[src/rtl/hs_pkg.sv]
// Shared types for the valid/ready pipeline: slice timing-cut modes and
// the per-slice beat capacity of each mode.
package hs_pkg;

  typedef enum logic [1:0] {
    HS_FULL = 2'd0,
    HS_FWD  = 2'd1,
    HS_BWD  = 2'd2,
    HS_PASS = 2'd3
  } hs_mode_e;

  function automatic logic [1:0] hs_capacity(input hs_mode_e mode);
    logic [1:0] cap_s;
    case (mode)
      HS_FULL: cap_s = 2'd2;
      HS_FWD:  cap_s = 2'd1;
      HS_BWD:  cap_s = 2'd1;
      HS_PASS: cap_s = 2'd0;
      default: cap_s = 2'd0;
    endcase
    return cap_s;
  endfunction

endpackage

[src/rtl/hs_pipe_chk.sv]
// Occupancy guard for hs_pipe: the beat counter must never wrap in either direction.
module hs_pipe_chk #(
  parameter int OCC_W   = 3,
  parameter int OCC_MAX = 4
) (
  input logic             clk,
  input logic             rst,
  input logic             flush,
  input logic             in_fire,
  input logic             out_fire,
  input logic [OCC_W-1:0] occupancy
);

  occ_no_overflow: assert property (@(posedge clk) disable iff (rst || flush)
    !(in_fire && !out_fire && (int'(occupancy) >= OCC_MAX)));

  occ_no_underflow: assert property (@(posedge clk) disable iff (rst || flush)
    !(out_fire && !in_fire && (occupancy == {OCC_W{1'b0}})));

endmodule

[src/rtl/hs_slice.sv]
// One valid/ready register slice.  MODE selects which handshake paths are cut;
// rst/flush empty the slice and block both handshakes in the same cycle.
module hs_slice
  import hs_pkg::*;
#(
  parameter int       WIDTH = 32,
  parameter hs_mode_e MODE  = HS_FULL
) (
  input  logic             clk,
  input  logic             rst,
  input  logic             flush,
  input  logic [WIDTH-1:0] data_in,
  input  logic             up_valid_in,
  output logic             up_ready_out,
  output logic [WIDTH-1:0] data_out,
  output logic             dn_valid_out,
  input  logic             dn_ready_in
);

  logic clr_s;
  assign clr_s = rst | flush;

  if (MODE == HS_FULL) begin : g_full
    logic             main_v_r;
    logic             skid_v_r;
    logic [WIDTH-1:0] main_d_r;
    logic [WIDTH-1:0] skid_d_r;
    logic             in_fire_s;
    logic             out_fire_s;

    assign up_ready_out = ~skid_v_r & ~clr_s;
    assign dn_valid_out = main_v_r & ~clr_s;
    assign data_out     = main_d_r;
    assign in_fire_s    = up_valid_in & up_ready_out;
    assign out_fire_s   = dn_valid_out & dn_ready_in;

    // Main/skid update; the skid only ever fills while main is stalled.
    always_ff @(posedge clk) begin
      if (clr_s) begin
        main_v_r <= 1'b0;
        skid_v_r <= 1'b0;
        main_d_r <= {WIDTH{1'b0}};
        skid_d_r <= {WIDTH{1'b0}};
      end else if (out_fire_s) begin
        if (skid_v_r) begin
          main_d_r <= skid_d_r;
          skid_v_r <= 1'b0;
        end else begin
          main_v_r <= in_fire_s;
          if (in_fire_s) main_d_r <= data_in;
        end
      end else if (in_fire_s) begin
        if (main_v_r) begin
          skid_v_r <= 1'b1;
          skid_d_r <= data_in;
        end else begin
          main_v_r <= 1'b1;
          main_d_r <= data_in;
        end
      end
    end
  end else if (MODE == HS_FWD) begin : g_fwd
    logic             v_r;
    logic [WIDTH-1:0] d_r;

    assign up_ready_out = (~v_r | dn_ready_in) & ~clr_s;
    assign dn_valid_out = v_r & ~clr_s;
    assign data_out     = d_r;

    // Single forward register; refilled in the same cycle it drains.
    always_ff @(posedge clk) begin
      if (clr_s) begin
        v_r <= 1'b0;
        d_r <= {WIDTH{1'b0}};
      end else if (up_valid_in & up_ready_out) begin
        v_r <= 1'b1;
        d_r <= data_in;
      end else if (dn_valid_out & dn_ready_in) begin
        v_r <= 1'b0;
      end
    end
  end else if (MODE == HS_BWD) begin : g_bwd
    logic             skid_v_r;
    logic [WIDTH-1:0] skid_d_r;

    assign up_ready_out = ~skid_v_r & ~clr_s;
    assign dn_valid_out = (skid_v_r | up_valid_in) & ~clr_s;
    assign data_out     = skid_v_r ? skid_d_r : data_in;

    // With the skid empty ready is high, so a stalled valid beat is always accepted here.
    always_ff @(posedge clk) begin
      if (clr_s) begin
        skid_v_r <= 1'b0;
        skid_d_r <= {WIDTH{1'b0}};
      end else if (skid_v_r) begin
        if (dn_ready_in) skid_v_r <= 1'b0;
      end else if (up_valid_in & ~dn_ready_in) begin
        skid_v_r <= 1'b1;
        skid_d_r <= data_in;
      end
    end
  end else begin : g_pass
    assign up_ready_out = dn_ready_in & ~clr_s;
    assign dn_valid_out = up_valid_in & ~clr_s;
    assign data_out     = data_in;
  end

endmodule

[src/rtl/hs_pipe.sv]
// Chain of DEPTH identical handshake slices with synchronous flush and a count
// of beats held between the upstream and downstream ports.
module hs_pipe
  import hs_pkg::*;
#(
  parameter int       WIDTH = 32,
  parameter int       DEPTH = 2,
  parameter hs_mode_e MODE  = HS_FULL
) (
  input  logic                           clk,
  input  logic                           rst,
  input  logic                           flush,
  input  logic [WIDTH-1:0]               data_in,
  input  logic                           up_valid_in,
  output logic                           up_ready_out,
  output logic [WIDTH-1:0]               data_out,
  output logic                           dn_valid_out,
  input  logic                           dn_ready_in,
  output logic [$clog2(2*DEPTH+1)-1:0]   occupancy
);

  localparam int OCC_W   = $clog2(2*DEPTH+1);
  localparam int OCC_MAX = int'(hs_capacity(MODE)) * DEPTH;

  logic in_fire_s;
  logic out_fire_s;
  logic [OCC_W-1:0] occ_r;

  for (genvar i = 0; i < DEPTH; i++) begin : g_stage
    logic [WIDTH-1:0] dat_in_s;
    logic [WIDTH-1:0] dat_out_s;
    logic             vld_in_s;
    logic             vld_out_s;
    logic             rdy_up_s;
    logic             rdy_dn_s;

    if (i == 0) begin : g_head
      assign dat_in_s     = data_in;
      assign vld_in_s     = up_valid_in;
      assign up_ready_out = rdy_up_s;
    end else begin : g_link
      assign dat_in_s = g_stage[i-1].dat_out_s;
      assign vld_in_s = g_stage[i-1].vld_out_s;
    end

    if (i == DEPTH - 1) begin : g_tail
      assign rdy_dn_s     = dn_ready_in;
      assign data_out     = dat_out_s;
      assign dn_valid_out = vld_out_s;
    end else begin : g_next
      assign rdy_dn_s = g_stage[i+1].rdy_up_s;
    end

    hs_slice #(
      .WIDTH (WIDTH),
      .MODE  (MODE)
    ) u_slice (
      .clk          (clk),
      .rst          (rst),
      .flush        (flush),
      .data_in      (dat_in_s),
      .up_valid_in  (vld_in_s),
      .up_ready_out (rdy_up_s),
      .data_out     (dat_out_s),
      .dn_valid_out (vld_out_s),
      .dn_ready_in  (rdy_dn_s)
    );
  end

  assign in_fire_s  = up_valid_in & up_ready_out;
  assign out_fire_s = dn_valid_out & dn_ready_in;

  // Beat counter; simultaneous accept and deliver leaves it unchanged.
  always_ff @(posedge clk) begin
    if (rst | flush) begin
      occ_r <= {OCC_W{1'b0}};
    end else if (in_fire_s & ~out_fire_s) begin
      occ_r <= occ_r + {{(OCC_W-1){1'b0}}, 1'b1};
    end else if (out_fire_s & ~in_fire_s) begin
      occ_r <= occ_r - {{(OCC_W-1){1'b0}}, 1'b1};
    end
  end

  assign occupancy = occ_r;

  hs_pipe_chk #(
    .OCC_W   (OCC_W),
    .OCC_MAX (OCC_MAX)
  ) u_chk (
    .clk       (clk),
    .rst       (rst),
    .flush     (flush),
    .in_fire   (in_fire_s),
    .out_fire  (out_fire_s),
    .occupancy (occ_r)
  );

endmodule

[config.mk]
export PLATFORM = sky130hd
export DESIGN_NAME = hs_pipe
export DESIGN_NICKNAME = d
export VERILOG_FILES = /design/src/rtl/hs_pkg.sv /design/src/rtl/hs_pipe_chk.sv /design/src/rtl/hs_slice.sv /design/src/rtl/hs_pipe.sv
export SDC_FILE = /design/constraint.sdc
export NUM_CORES = 1
export LEC_CHECK = 0
export BUFFER_PORTS_ARGS = -buffer_cell sky130_fd_sc_hd__buf_2
export CAP_MARGIN = 20
export CORE_ASPECT_RATIO = 0.6
export CORE_MARGIN = 3
export CORE_UTILIZATION = 53
export CTS_CLUSTER_DIAMETER = 40
export DETAILED_ROUTE_END_ITERATION = 8
export GPL_TIMING_DRIVEN = 0
export PLACE_DENSITY_LB_ADDON = 0.1
export SLEW_MARGIN = 15
export SYNTH_ARGS = -nofsm -noshare
export SYNTH_HDL_FRONTEND = slang
export SYNTH_HIERARCHICAL = 1
export SYNTH_SLANG_ARGS = --single-unit
[constraint.sdc]
create_clock -name clk -period 3.6 [get_ports clk]
set_input_delay 0 -clock clk [delete_from_list [all_inputs] [get_ports clk]]
set_output_delay 0 -clock clk [all_outputs]
set_load 0.005 [all_outputs]
=== Word level (Yosys, flattened, before mapping) ===
Cells that the tools add are included.

* Flip-flop bits (word level): 135
* Bits of input ports: 37
* Output and inout port bits: 37
* Word-level logic and storage cells: 64

* $add $sub $neg: 2
* Equality and inequality tests: 4
* Mux-type cells: 18
* Bitwise logic cells: 16
* Reduce and logical (&&, ||, !) cells: 15

{| class="wikitable"
|+ Operator list
! kind !! count
|-
| $mux W32 || 10
|-
| $reduce_and A3 Y1 || 4
|-
| $reduce_bool A2 Y1 || 5
|-
| $and A1 B1 Y1 || 9
|-
| $ne A2 B2 Y1 const B || 4
|-
| $reduce_and A2 Y1 || 4
|-
| $mux W1 || 6
|-
| $mux W3 || 2
|-
| $not A1 Y1 || 6
|-
| $reduce_or A2 Y1 || 2
|-
| $add A3 B1 Y3 const B || 1
|-
| $sub A3 B1 Y3 const B || 1
|-
| $or A1 B1 Y1 || 1
|}

=== Depth between registers and ports, before layout ===
Gate-level depths: netlist of run 1.

* Depth after elaboration: 8
* Depth in mapped cells: 11
* Depth with buffers taken out: 9

=== Cells and area by module ===
The synthesis of run 1 kept the hierarchy.

{| class="wikitable"
|+ By module, submodules not included
! module !! instances !! cells each !! area each (um^2) !! sequential area each (um^2)
|-
| hs_slice || 2 || 336 || 2587.5 || 1321.3
|-
| hs_pipe || 1 || 16 || 162.7 || 60.1
|}

=== Least setup slack after synthesis of run 1 ===
OpenSTA, ideal clock, no wires.

* Path type: input to register
* From: in flush
* To: reg occ_r[2], in the netlist occupancy[2]
* Setup time: 86 ps
* Data arrival time: 2148 ps
* Data required time: 3514 ps
* Path slack: 1367 ps
* Stages on the path: 11
* Buffers on the path: 2
* Path through: or2_2 -> clkbuf_1 -> clkbuf_1 -> nor2_1 -> and2_1 -> ha_1 -> inv_1 -> fa_1 -> xor2_1 -> or3_1 -> a211oi_1

* Word-level cells in the longest chain between the ends: 7
* Elaborated cells on any way between the ends: 12
* Those cells by class: mux: 1; bitwise: 10; reduce/logical: 1

{| class="wikitable"
|+ Ends and longest elaborated chain
! what !! RTL line !! source
|-
| from (decl) || hs_pipe.sv:12 || <nowiki>input logic flush,</nowiki>
|-
| $or A1 B1 Y1 (*) || hs_slice.sv:21 || <nowiki>assign clr_s = rst | flush;</nowiki>
|-
| $not A1 Y1 (*) || hs_slice.sv:31 || <nowiki>assign up_ready_out = ~skid_v_r & ~clr_s;</nowiki>
|-
| $and A1 B1 Y1 (*) || hs_slice.sv:31 ||
|-
| via up_ready_out || hs_pipe.sv:15 || <nowiki>output logic up_ready_out,</nowiki>
|-
| $and A1 B1 Y1 (*) || hs_pipe.sv:70 || <nowiki>assign in_fire_s = up_valid_in & up_ready_out;</nowiki>
|-
| $not A1 Y1 || hs_pipe.sv:79 || <nowiki>end else if (out_fire_s & ~in_fire_s) begin</nowiki>
|-
| $and A1 B1 Y1 || hs_pipe.sv:79 ||
|-
| $reduce_bool A2 Y1 (no line) || n/a ||
|-
| to (signal assigned) || hs_pipe.sv:76 || <nowiki>occ_r <= {OCC_W{1'b0}};</nowiki>
|-
| to (signal assigned) || hs_pipe.sv:78 || <nowiki>occ_r <= occ_r + {{(OCC_W-1){1'b0}}, 1'b1};</nowiki>
|-
| to (signal assigned) || hs_pipe.sv:80 || <nowiki>occ_r <= occ_r - {{(OCC_W-1){1'b0}}, 1'b1};</nowiki>
|-
| to (decl) || hs_pipe.sv:27 || <nowiki>logic [OCC_W-1:0] occ_r;</nowiki>
|}

Mark *: on every way through the listed nets, which the timed path passes. The rest lies on a longest branch.
A chain may end at the register's enable or synchronous reset.

=== Worst setup path after layout of run 1 ===
* From: in flush
* To: reg g_stage[0].u_slice.g_full.main_d_r[0]

* Word-level cells in the longest chain between the ends: 6
* Elaborated cells on any way between the ends: 12
* Those cells by class: eq/ne: 1; mux: 1; bitwise: 7; reduce/logical: 3

{| class="wikitable"
|+ Ends and longest elaborated chain
! what !! RTL line !! source
|-
| $or A1 B1 Y1 (*) || hs_slice.sv:21 ||
|-
| $not A1 Y1 (*) || hs_slice.sv:31 ||
|-
| $and A1 B1 Y1 (*) || hs_slice.sv:31 ||
|-
| via g_stage[0].rdy_dn_s || hs_pipe.sv:35 || <nowiki>logic rdy_dn_s;</nowiki>
|-
| $and A1 B1 Y1 (*) || hs_slice.sv:35 || <nowiki>assign out_fire_s = dn_valid_out & dn_ready_in;</nowiki>
|-
| $ne A2 B2 Y1 (no line) / $reduce_bool A2 Y1 (equally long branches) || n/a ||
|-
| $reduce_and A3 Y1 (no line) || n/a ||
|-
| to (signal assigned) || hs_slice.sv:42 || <nowiki>main_d_r <= {WIDTH{1'b0}};</nowiki>
|-
| to (signal assigned) || hs_slice.sv:46 || <nowiki>main_d_r <= skid_d_r;</nowiki>
|-
| to (signal assigned) || hs_slice.sv:50 || <nowiki>if (in_fire_s) main_d_r <= data_in;</nowiki>
|-
| to (decl) || hs_slice.sv:26 || <nowiki>logic [WIDTH-1:0] main_d_r;</nowiki>
|}

Marks and branches as above.

==> flow_summary.rst, run 1 <==
.. list-table::
   :header-rows: 1

   * - Metric
     - Value
   * - Outcome
     - complete, no violations
   * - Final cell area excluding filler cells
     - 6880 sq um
   * - First-pass GRT wire length
     - around 25000 um
   * - Number of nets in the synthesized netlist
     - roughly 730
   * - Pwr Total
     - roughly 3.6 mW
   * - Final worst clock skew
     - between 0.006 and 0.007 ns
   * - CP bufs+invs
     - 6
   * - Areal power density over the cells
     - about 520 nW/um^2
   * - Transition time of the tightest slew-check pin
     - around 0.55 ns
   * - Prevailing post-synth register cell
     - dfxtp_1
   * - Number of global-route vias before repair
     - slightly below 5000
   * - Synth Register Bits
     - roughly 140
   * - Largest fanout of any net on the critical path
     - 10
   * - Final max-slew violation count
     - 0
   * - Cell count after placement
     - 891
   * - Cell-by-cell listing of the critical path
     - dlygate4sd3_1 > buf_2 > or2_2 > clkbuf_1 > clkbuf_1 > nor2_1 > and2_1 > o221a_2 > buf_2 > clkbuf_1 > o21ai_0 > a31oi_1
   * - Peak ir drop on the vdd network
     - 436 uV
   * - Fraction of synthesis flops using an asynchronous set or reset pin
     - 0%
   * - Clk_lat worst skew
     - around 0.41 ns
   * - Proportion of layout cells with a drive suffix above 1
     - 16.2%
   * - Cells after synthesis
     - ~690
   * - Worst path max stage delay
     - between 0.5 and 0.6 ns
   * - Leakage power of the design
     - 2.59 nW
   * - CTS tree
     - built
   * - Total congestion overflow after global routing
     - 0
   * - Category of the critical setup timing path
     - in -> reg
   * - Antenna diode count
     - 0
   * - Placed cell areas
     - ~6000 sq um
   * - Hold slack final
     - about 0.39 ns
   * - Top cell type by total area after synthesis
     - dfxtp_1
   * - Port-buffer cells
     - between 70 and 80
   * - Top delay family on crit path
     - buffers and inverters
   * - Number of different library cells in the post-synthesis netlist
     - 27
   * - TritonRoute pass-1 iters
     - 5
   * - Fillcell total
     - 761
   * - FP Rows
     - 27
   * - Maximum number of pins on one net before global-route repair
     - 17
   * - Post-Syn Area
     - 5340 sq um
   * - Average cell area after synthesis
     - between 7 and 8 sq um
   * - CTS clk-pin slew, worst paths
     - approximately 0.060 ns
   * - Hpwl dp
     - 10200 um
   * - Most common cell on crit path
     - clkbuf_1
   * - Setup slack after placement
     - approximately 0.84 ns
   * - Avg WL per Cell
     - roughly 16 um
   * - Gr usage total
     - around 28%
   * - Hold crit path type
     - in -> reg
   * - RSZ-0062 raised after global routing
     - no
   * - Total Wirelength
     - ~15000 um
   * - CTS Root Cell
     - clkbuf_16
   * - Max-cap viol count
     - 0
   * - Area growth from synthesis to layout
     - 28.9%
   * - Cells resized by post-CTS repair
     - 0
   * - Proportion of synthesized chip area in sequential cells
     - between 50% and 60%
   * - Initial antenna violation count
     - 0
   * - Required time of the critical path
     - 3.94 ns
   * - Final number of hold-violating endpoints
     - 0
   * - Last weighted congestion value of the routability-driven placer
     - just under 0.9
   * - Starting DRC count in detailed routing
     - between 600 and 700
   * - Area contributors post-synth
     - dfxtp_1, nand2_1, a31oi_1
   * - Post-route antenna net violation count
     - 0
   * - Final core area utilization
     - 72.5%
   * - Achievable Freq
     - approximately 0.34 GHz
   * - Critical-path cell with the highest stage delay
     - dlygate4sd3_1
   * - Area of the die
     - ~11000 sq um
   * - Height of the die
     - between 80 and 90 um
   * - Number of top-level pins
     - 74
   * - Yosys warns
     - 6
   * - Total number of vias
     - ~5300
   * - Slew Limit Headroom
     - 63.2%
   * - Htree depth
     - 4
   * - DRC violations left
     - 0
   * - Total clock buffers created by CTS
     - 17
   * - Post-layout worst setup margin
     - ~0.62 ns
   * - Routed vias/inst
     - 5.50
   * - Initial core utilization
     - 56.2%
   * - Data arrival time of the worst path
     - approximately 3.3 ns
   * - Die extent in x
     - 136 um
   * - Number of buffers between clock root and the deepest sink
     - 2
   * - Buffer count from post-CTS setup fixing
     - 0
   * - Fin crit share
     - 82.8%
   * - NumNets Final
     - approximately 860
   * - Share of the synthesized area in the top cell type
     - 50.6%
   * - Total clock sinks
     - about 140
   * - Shortest period the worst path allows
     - 2.98 ns
   * - Critical Path Start Type
     - input port
   * - Core ar.
     - ~9500 sq um
   * - Setup-violating endpoint count in the final report
     - 0
   * - Post-synth EDFFs
     - 0
   * - Category of the worst setup path capture point
     - register
   * - Total negative setup slack
     - 0 ns
   * - Non-filler instance count after layout
     - 959
==> worst min-delay path, delay by kind of cell <==
family	cells	cell delay (ns)
buffers and inverters	2	0.66
AOI/OAI and AO/OA	1	0.05
and+or+nand+nor	1	0.05
==> metal layers <==
metal / routed length [um] / global-route usage [%]
met5: 0 / 0
met3: 1320 / 6.33
met2: 6400 / 40.3
met4: 263 / 8.51
met1: 7240 / 40.4
==> repair_timing <==
| action | in CTS | in global routing |
|---|---|---|
| hold buffers | 36 | 0 |
| setup endpoints to repair | 0 | 0 |
| endpoints found under the hold margin | 72 | 0 |
==> cell families after synthesis <==
family                     after synthesis  synth area share, %
adders and majority gates                2                0.609
and+or+nand+nor                        285                 21.2
AOI/OAI and AO/OA                      202                 20.7
xor gates and xnor gates                 2                0.328
muxes                                    1                0.188
DFF                                    135                 50.6
buffers and inverters                   61                 6.35
==> cell usage in the layout (no fill, tap or decap), drive strengths merged, types with 5 or more instances in the layout <==
cell         count
nand2          257
dlygate4sd3     36
inv              5
nor2             6
clkbuf          58
dfxtp          135
nor3             6
buf             97
a31oi           64
a21oi           68
o21ai           67
==> cell usage after synthesis, types with 2 or more instances <==
cell / number
o21ai_0: 67
clkbuf_1: 32
o221a_2: 2
nand2_1: 257
a21oi_1: 68
buf_4: 2
buf_2: 10
nor2_1: 6
xor2_1: 2
nand2b_1: 2
dfxtp_1: 135
inv_2: 2
inv_1: 3
or2_2: 2
buf_6: 12
nand3_1: 2
a31oi_1: 64
nor3_2: 2
and3_1: 2
and2_1: 3
or3_1: 3
nor3_1: 4
or3b_1: 2
==> path summary, 6_finish.rpt <==
path	from	to	slack, ns	depth (start not counted)
worst max-delay path	flush	g_stage[0].u_slice/data_out[0]	0.62	12
worst min-delay path	data_in[6]	g_stage[0].u_slice/g_full.skid_d_r[6]	0.39	4
worst min register to register	g_stage[0].u_slice/g_full.skid_d_r[8]	g_stage[0].u_slice/g_full.skid_d_r[8]	0.46	2
worst max register to register	g_stage[1].u_slice/g_full.main_v_r	occupancy[2]	1.32	9
==> registers in the layout, summed over array words and instances, names as in the netlist <==
name	flops
g_stage.u_slice/data_out	64
occupancy	3
g_stage.u_slice/g_full.skid_d_r	64
g_stage.u_slice/g_full.main_v_r	2
g_stage.u_slice/g_full.skid_v_r	2
==> cell type report <==
type / count / area, sq um / area share [%]
Sequential cell: 135 / 2700 / 39.3
Multi-Input combinational cell: 492 / 2300 / 33.4
Timing Repair Buffer: 109 / 726 / 10.5
Clock buffer: 26 / 519 / 7.55
Buffer: 56 / 320 / 4.66
Tap cell: 130 / 163 / 2.36
Clock inverter: 6 / 135 / 1.96
Inverter: 5 / 18.8 / 0.273
==> power by group <==
group          switching [mW]  total [mW]  internal, mW
registers              0.0134        1.52          1.51
logic                  0.0814       0.146        0.0648
clock network           0.617        1.89          1.27
total                   0.712        3.55          2.84
(Power assumes the default switching activity.)
==> inputs of run 2 (changes only) <==
--- a/config.mk
+++ b/config.mk
@@ -9,7 +9,7 @@
 export CAP_MARGIN = 20
 export CORE_ASPECT_RATIO = 0.6
 export CORE_MARGIN = 3
-export CORE_UTILIZATION = 53
+export CORE_UTILIZATION = 51
 export CTS_CLUSTER_DIAMETER = 40
 export DETAILED_ROUTE_END_ITERATION = 8
 export GPL_TIMING_DRIVEN = 0
==> constraint.sdc (replaced) <==
create_clock -name clk -period 2.6 [get_ports clk]
set_input_delay 0 -clock clk [delete_from_list [all_inputs] [get_ports clk]]
set_output_delay 0 -clock clk [all_outputs]
set_load 0.005 [all_outputs]
==> flow_summary.rst, run 2 (same netlist as run 1, synthesis figures left out) <==
.. list-table::
   :header-rows: 1

   * - Metric
     - Value
   * - Cell-by-cell listing of the critical path
     - buf_2 > or2_2 > clkbuf_1 > clkbuf_1 > nor2_1 > and2_1 > o221a_2 > buf_2 > clkbuf_1 > o21ai_0 > a31oi_1
   * - Critical-path cell with the highest stage delay
     - nor2_1
   * - Worst path max stage delay
     - 0.46 ns
   * - First-pass GRT wire length
     - between 20000 and 25000 um
   * - DRC violations left
     - 0
   * - Cells resized by post-CTS repair
     - 0
   * - Critical Path Start Type
     - input port
   * - Slack of the worst reg-to-reg path
     - 0.41 ns
   * - Category of the critical setup timing path
     - in -> reg
   * - Setup-violating endpoint count in the final report
     - 0
   * - TritonRoute pass-1 iters
     - 5
   * - Starting DRC count in detailed routing
     - 470
   * - Leakage power of the design
     - ~2.6 nW
   * - Total congestion overflow after global routing
     - 0
   * - Gr usage total
     - between 20% and 30%
   * - Total number of vias
     - around 5200
   * - Total Wirelength
     - roughly 15000 um
   * - Achievable Freq
     - between 0.4 and 0.5 GHz
   * - Area of the die
     - about 12000 sq um
   * - Worst setup path endpoint
     - g_stage[0].u_slice/data_out[14]
   * - NumNets Final
     - between 800 and 900
   * - R2R Path End
     - occupancy[2]
   * - Top delay family on crit path
     - buffers and inverters
   * - Hold slack final
     - roughly 0.097 ns
   * - Pwr Total
     - between 4 and 5 mW
   * - FF-to-FF Start
     - g_stage[1].u_slice/g_full.main_v_r
   * - Avg WL per Cell
     - 15.7 um
   * - CTS Root Cell
     - clkbuf_16
   * - Number of cells on the critical path
     - 11
   * - Most common cell on crit path
     - clkbuf_1
   * - Antenna diode count
     - 0
   * - Required time of the critical path
     - 2.94 ns
   * - Last weighted congestion value of the routability-driven placer
     - 0.854
   * - Hpwl dp
     - ~10000 um
   * - Number of global-route vias before repair
     - 4832
   * - Area growth from synthesis to layout
     - 28.2%
   * - Hold crit path type
     - in -> reg
   * - Outcome
     - complete, no violations
   * - Peak ir drop on the vdd network
     - a little under 500 uV
   * - Core ar.
     - approximately 10000 sq um
   * - Fin crit share
     - between 90% and 100%
   * - Final max-slew violation count
     - 0
   * - Post-route antenna net violation count
     - 0
   * - Die extent in x
     - ~140 um
   * - Data arrival time of the worst path
     - about 2.7 ns
   * - Commonest non-fill, non-tap cells in the layout
     - nand2_1, dfxtp_1, buf_2
   * - Number of top-level pins
     - 74
   * - Shortest period the worst path allows
     - 2.36 ns
   * - Initial antenna violation count
     - 0
   * - Total clock buffers created by CTS
     - 17
   * - Largest fanout of any net on the critical path
     - 10
   * - Max-cap viol count
     - 0
   * - Category of the worst setup path capture point
     - register
   * - Port-buffer cells
     - 73
   * - Transition time of the tightest slew-check pin
     - around 0.54 ns
   * - Number of buffers between clock root and the deepest sink
     - 2
   * - Number of cells on the worst reg-to-reg path
     - 9
   * - FP Rows
     - 28
   * - Slew Limit Headroom
     - between 60% and 70%
   * - Proportion of layout cells with a drive suffix above 1
     - about 16%
   * - Final worst clock skew
     - between 0.015 and 0.02 ns
   * - Most common library cell in the layout ignoring fill and taps
     - nand2_1
   * - Buffer count from post-CTS setup fixing
     - 0
   * - Initial core utilization
     - approximately 53%
   * - Final number of hold-violating endpoints
     - 0
   * - Htree depth
     - 4
   * - Routed vias/inst
     - between 5 and 6
   * - Total clock sinks
     - around 140
   * - CTS tree
     - built
   * - RSZ-0062 raised after global routing
     - no
   * - Maximum number of pins on one net before global-route repair
     - 17
   * - Clk_lat worst skew
     - approximately 0.42 ns
   * - Worst setup path start
     - flush
   * - Areal power density over the cells
     - slightly below 700 nW/um^2
   * - CP bufs+invs
     - 5
   * - Height of the die
     - between 80 and 90 um
   * - CTS clk-pin slew, worst paths
     - around 0.05 ns
run 2: cell count changes in the layout (fill, tap and decap cells not counted), sizes merged:
cell,previous run,this run
bufinv,4,3
clkbuf,58,56
clkinv,0,1
clkinvlp,2,3
run 2: layout make-up:
| type | count | area, sq um |
|---|---|---|
| Clock inverter | 7 | 118 |
| Clock buffer | 24 | 492 |
| Inverter | 5 | 18.8 |
| Timing Repair Buffer | 109 | 726 |
| Buffer | 56 | 320 |
| Multi-Input combinational cell | 492 | 2300 |
| Tap cell | 135 | 169 |
| Sequential cell | 135 | 2700 |
| Fill cell | 853 | 3180 |
run 2: through the flow:
| stage | util (%) | instance area, sq um | setup TNS, ns | setup WS (ns) | cells |
|---|---|---|---|---|---|
| floorplan | - | 5340 | 0 | 0.367 | 688 |
| global placement | 58.6 | 5870 | -1.03 | -0.0460 | 896 |
| detailed placement | 58.6 | 5870 | -1.87 | -0.0988 | 896 |
| CTS | 68.3 | 6840 | 0 | 0.328 | 963 |
| global route | 68.3 | 6840 | 0 | 0.0499 | 963 |
| finish | 68.3 | 6840 | 0 | 0.237 | 963 |
run 2: worst min-delay path by stage:
stage	from	end	slack (ns)	cells past startpoint
after detailed placement	data_in[1]	g_stage[0].u_slice/g_full.skid_d_r[1]	0.26	3
after global routing	flush	g_stage[0].u_slice/data_out[7]	0.11	4
after global placement	data_in[15]	g_stage[0].u_slice/g_full.skid_d_r[15]	0.25	3
after floorplan	rst	occupancy[2]	0.07	1
after CTS	rst	g_stage[0].u_slice/data_out[7]	0.07	4
final	flush	g_stage[0].u_slice/data_out[8]	0.1	4
run 2: repair_timing:
action	4_1_cts	5_1_grt
endpoints found under the setup margin	0	0
endpoints found under the hold margin	71	0
hold buffers	36	0
run 2: tightest hold or removal path, stage by stage:
cell	delay, ns
buf_2	0.17
nor2_1	0.14
o21ai_0	0.10
a31oi_1	0.04
run 2: layer usage:
metal | up-vias | routed length, um | part of all wire (%) | track usage, %
li1 | 2578 | - | - | -
met1 | 2338 | 7300 | 48 | 35.8
met2 | 228 | 6300 | 42 | 38.2
met3 | 23 | 1290 | 8.5 | 7.09
met4 | 0 | 234 | 1.5 | 8.97
met5 | - | 0 | 0 | 0
run 2: power breakdown:
part           total [mW]  internal (mW)  switching [mW]
registers            2.10           2.09          0.0187
logic               0.201         0.0896           0.112
clock network        2.45           1.60           0.843
==> inputs of run 3 (changes only) <==
--- a/config.mk
+++ b/config.mk
@@ -9,7 +9,7 @@
 export CAP_MARGIN = 20
 export CORE_ASPECT_RATIO = 0.6
 export CORE_MARGIN = 3
-export CORE_UTILIZATION = 51
+export CORE_UTILIZATION = 53
 export CTS_CLUSTER_DIAMETER = 40
 export DETAILED_ROUTE_END_ITERATION = 8
 export GPL_TIMING_DRIVEN = 0
==> constraint.sdc (replaced) <==
create_clock -name clk -period 2.2 [get_ports clk]
set_input_delay 0 -clock clk [delete_from_list [all_inputs] [get_ports clk]]
set_output_delay 0 -clock clk [all_outputs]
set_load 0.005 [all_outputs]
==> flow_summary.rst, run 3 (same netlist as run 1, synthesis figures left out) <==
.. list-table::
   :header-rows: 1

   * - Metric
     - Value
   * - CTS clk-pin slew, worst paths
     - 0.06 ns
   * - Avg WL per Cell
     - roughly 16 um
   * - Antenna diode count
     - 0
   * - Gr busiest metal
     - met1
   * - Total Wirelength
     - between 10000 and 15000 um
   * - Critical Path Start Type
     - register
   * - Leakage power of the design
     - around 2.6 nW
   * - Total negative setup slack
     - 0 ns
   * - Largest fanout of any net on the critical path
     - 5
   * - Cell-by-cell listing of the critical path
     - or3b_4 > inv_2 > nand2_2 > ha_4 > inv_1 > fa_1 > xor2_1 > or3_1 > a211oi_2
   * - Area growth from synthesis to layout
     - 28.6%
   * - NumNets Final
     - roughly 850
   * - Most common library cell in the layout ignoring fill and taps
     - nand2_1
   * - Total clock sinks
     - around 140
   * - Commonest non-fill, non-tap cells in the layout
     - nand2_1, dfxtp_1, buf_2
   * - Final number of hold-violating endpoints
     - 0
   * - Shortest period the worst path allows
     - around 2.1 ns
   * - Core ar.
     - around 9500 sq um
   * - Last weighted congestion value of the routability-driven placer
     - 0.848
   * - Height of the die
     - 83.7 um
   * - Required time of the critical path
     - about 2.5 ns
   * - FP Rows
     - 27
   * - Slew Limit Headroom
     - between 60 and 70%
   * - Hold crit path type
     - in -> reg
   * - Category of the critical setup timing path
     - reg -> reg
   * - CTS Root Cell
     - clkbuf_16
   * - Fin crit share
     - between 90 and 100%
   * - Placed cell areas
     - between 5000 and 6000 sq um
   * - Critical-path cell with the highest stage delay
     - fa_1
   * - Clk_lat worst skew
     - approximately 0.41 ns
   * - Combined area of the multi-input logic cells
     - about 2300 sq um
   * - Hpwl dp
     - ~10000 um
   * - Initial core utilization
     - a little under three fifths
   * - Total clock buffers created by CTS
     - 17
   * - Cell count after placement
     - 891
   * - Number of cells on the worst reg-to-reg path
     - 9
   * - Data arrival time of the worst path
     - between 2 and 2.5 ns
   * - Pwr Total
     - 5.53 mW
   * - Post-route antenna net violation count
     - 0
   * - Area taken by flip-flops and latches
     - around 2700 sq um
   * - Number of buffers between clock root and the deepest sink
     - 2
   * - Final max-slew violation count
     - 0
   * - Setup-violating endpoint count in the final report
     - 0
   * - Starting DRC count in detailed routing
     - 447
   * - Final cell area excluding filler cells
     - roughly 7000 sq um
   * - Initial antenna violation count
     - 0
   * - Htree depth
     - 4
   * - Final worst clock skew
     - 0.00824 ns
   * - CTS tree
     - built
   * - Achievable Freq
     - between 0.4 and 0.5 GHz
   * - Top delay family on crit path
     - simple AND/OR/NAND/NOR gates
   * - Area of the die
     - 11400 sq um
   * - Slack of the worst reg-to-reg path
     - between 0.08 and 0.09 ns
   * - Transition time of the tightest slew-check pin
     - 0.512 ns
   * - Hold wc startpoint
     - rst
   * - FF-to-FF Start
     - g_stage[1].u_slice/g_full.main_v_r
   * - Met1 usage
     - 40.1%
   * - Areal power density over the cells
     - between 800 and 900 nW/um^2
   * - Fillcell total
     - between 700 and 800
   * - Non-filler instance count after layout
     - 958
   * - Peak ir drop on the vdd network
     - slightly above 700 uV
   * - Buffer count from post-CTS setup fixing
     - 0
   * - Proportion of layout cells with a drive suffix above 1
     - approximately 18%
   * - Number of global-route vias before repair
     - between 4000 and 5000
   * - Outcome
     - complete, no violations
   * - Category of the worst setup path capture point
     - register
   * - Hold slack final
     - approximately 0.073 ns
   * - Routed vias/inst
     - approximately 5.5
   * - Met3 capacity usage during global routing
     - under 10%
   * - Maximum number of pins on one net before global-route repair
     - 17
   * - CP bufs+invs
     - 2
   * - Global routing met2 resource utilization
     - between 30% and 40%
   * - Die extent in x
     - ~140 um
   * - DRC violations left
     - 0
   * - Port-buffer cells
     - 73
   * - RSZ-0062 raised after global routing
     - no
   * - Max-cap viol count
     - 0
   * - Gr usage total
     - between 20% and 30%
   * - R2R Path End
     - occupancy[2]
   * - Depth of the worst hold-timing path
     - 4
   * - Worst path max stage delay
     - 0.37 ns
   * - Number of top-level pins
     - 74
   * - Total number of vias
     - between 5000 and 6000
   * - TritonRoute pass-1 iters
     - 5
   * - Total congestion overflow after global routing
     - 0
   * - Min-Delay Endpoint
     - g_stage[0].u_slice/data_out[8]
   * - First-pass GRT wire length
     - around 24000 um
[run 3: final cells by class]
class                      count  share of cell area [%]
clock buffer                  20                    6.80
clock inverter                12                    1.84
inverter                       5                   0.273
buffer                        55                    4.81
tap                          130                    2.37
multi-input combinational    492                    33.9
timing repair buffer         109                    10.6
sequential                   135                    39.4
[run 3: worst max-delay path by stage]
stage / from / end / slack [ns] / cells past startpoint
6_report: g_stage[1].u_slice/g_full.main_v_r / occupancy[2] / 0.08 / 9
5_1_grt: flush / g_stage[0].u_slice/data_out[5] / 0.001 / 10
4_1_cts: g_stage[1].u_slice/g_full.main_v_r / occupancy[2] / 0.004 / 9
3_5_place_dp: flush / g_stage[0].u_slice/data_out[0] / -0.59 / 11
3_3_place_gp: flush / g_stage[0].u_slice/data_out[17] / -0.47 / 10
2_1_floorplan: flush / occupancy[2] / 0.04 / 11
[run 3: what timing repair did]
item | in CTS | in global routing
hold buffers | 36 | 0
setup endpoints to repair | 33 | 48
hold endpoints to repair | 71 | 0
resized for setup | 5 | 20
[run 3: power by group]
part	leakage, nW	internal [mW]	switching [mW]
logic	1.22	0.110	0.136
registers	1.09	2.46	0.0220
clock network	0.292	1.75	1.05
[run 3: layer usage]
layer	vias up	routed length, um
met4	0	126
met3	14	1440
met2	242	6370
met5	-	0
li1	2573	-
met1	2426	7050
[run 3: tightest hold or removal path: stages]
cell,delay (ns)
buf_2,0.17
nor2_1,0.13
o21ai_0,0.10
a31oi_1,0.04
[run 3: stage by stage]
stage          setup WS [ns]  util [%]
3_3_place_gp          -0.469      61.9
4_1_cts              0.00377      72.1
5_1_grt              0.00106      72.3
3_5_place_dp          -0.589      61.9
2_1_floorplan         0.0369         -
6_report              0.0820      72.3
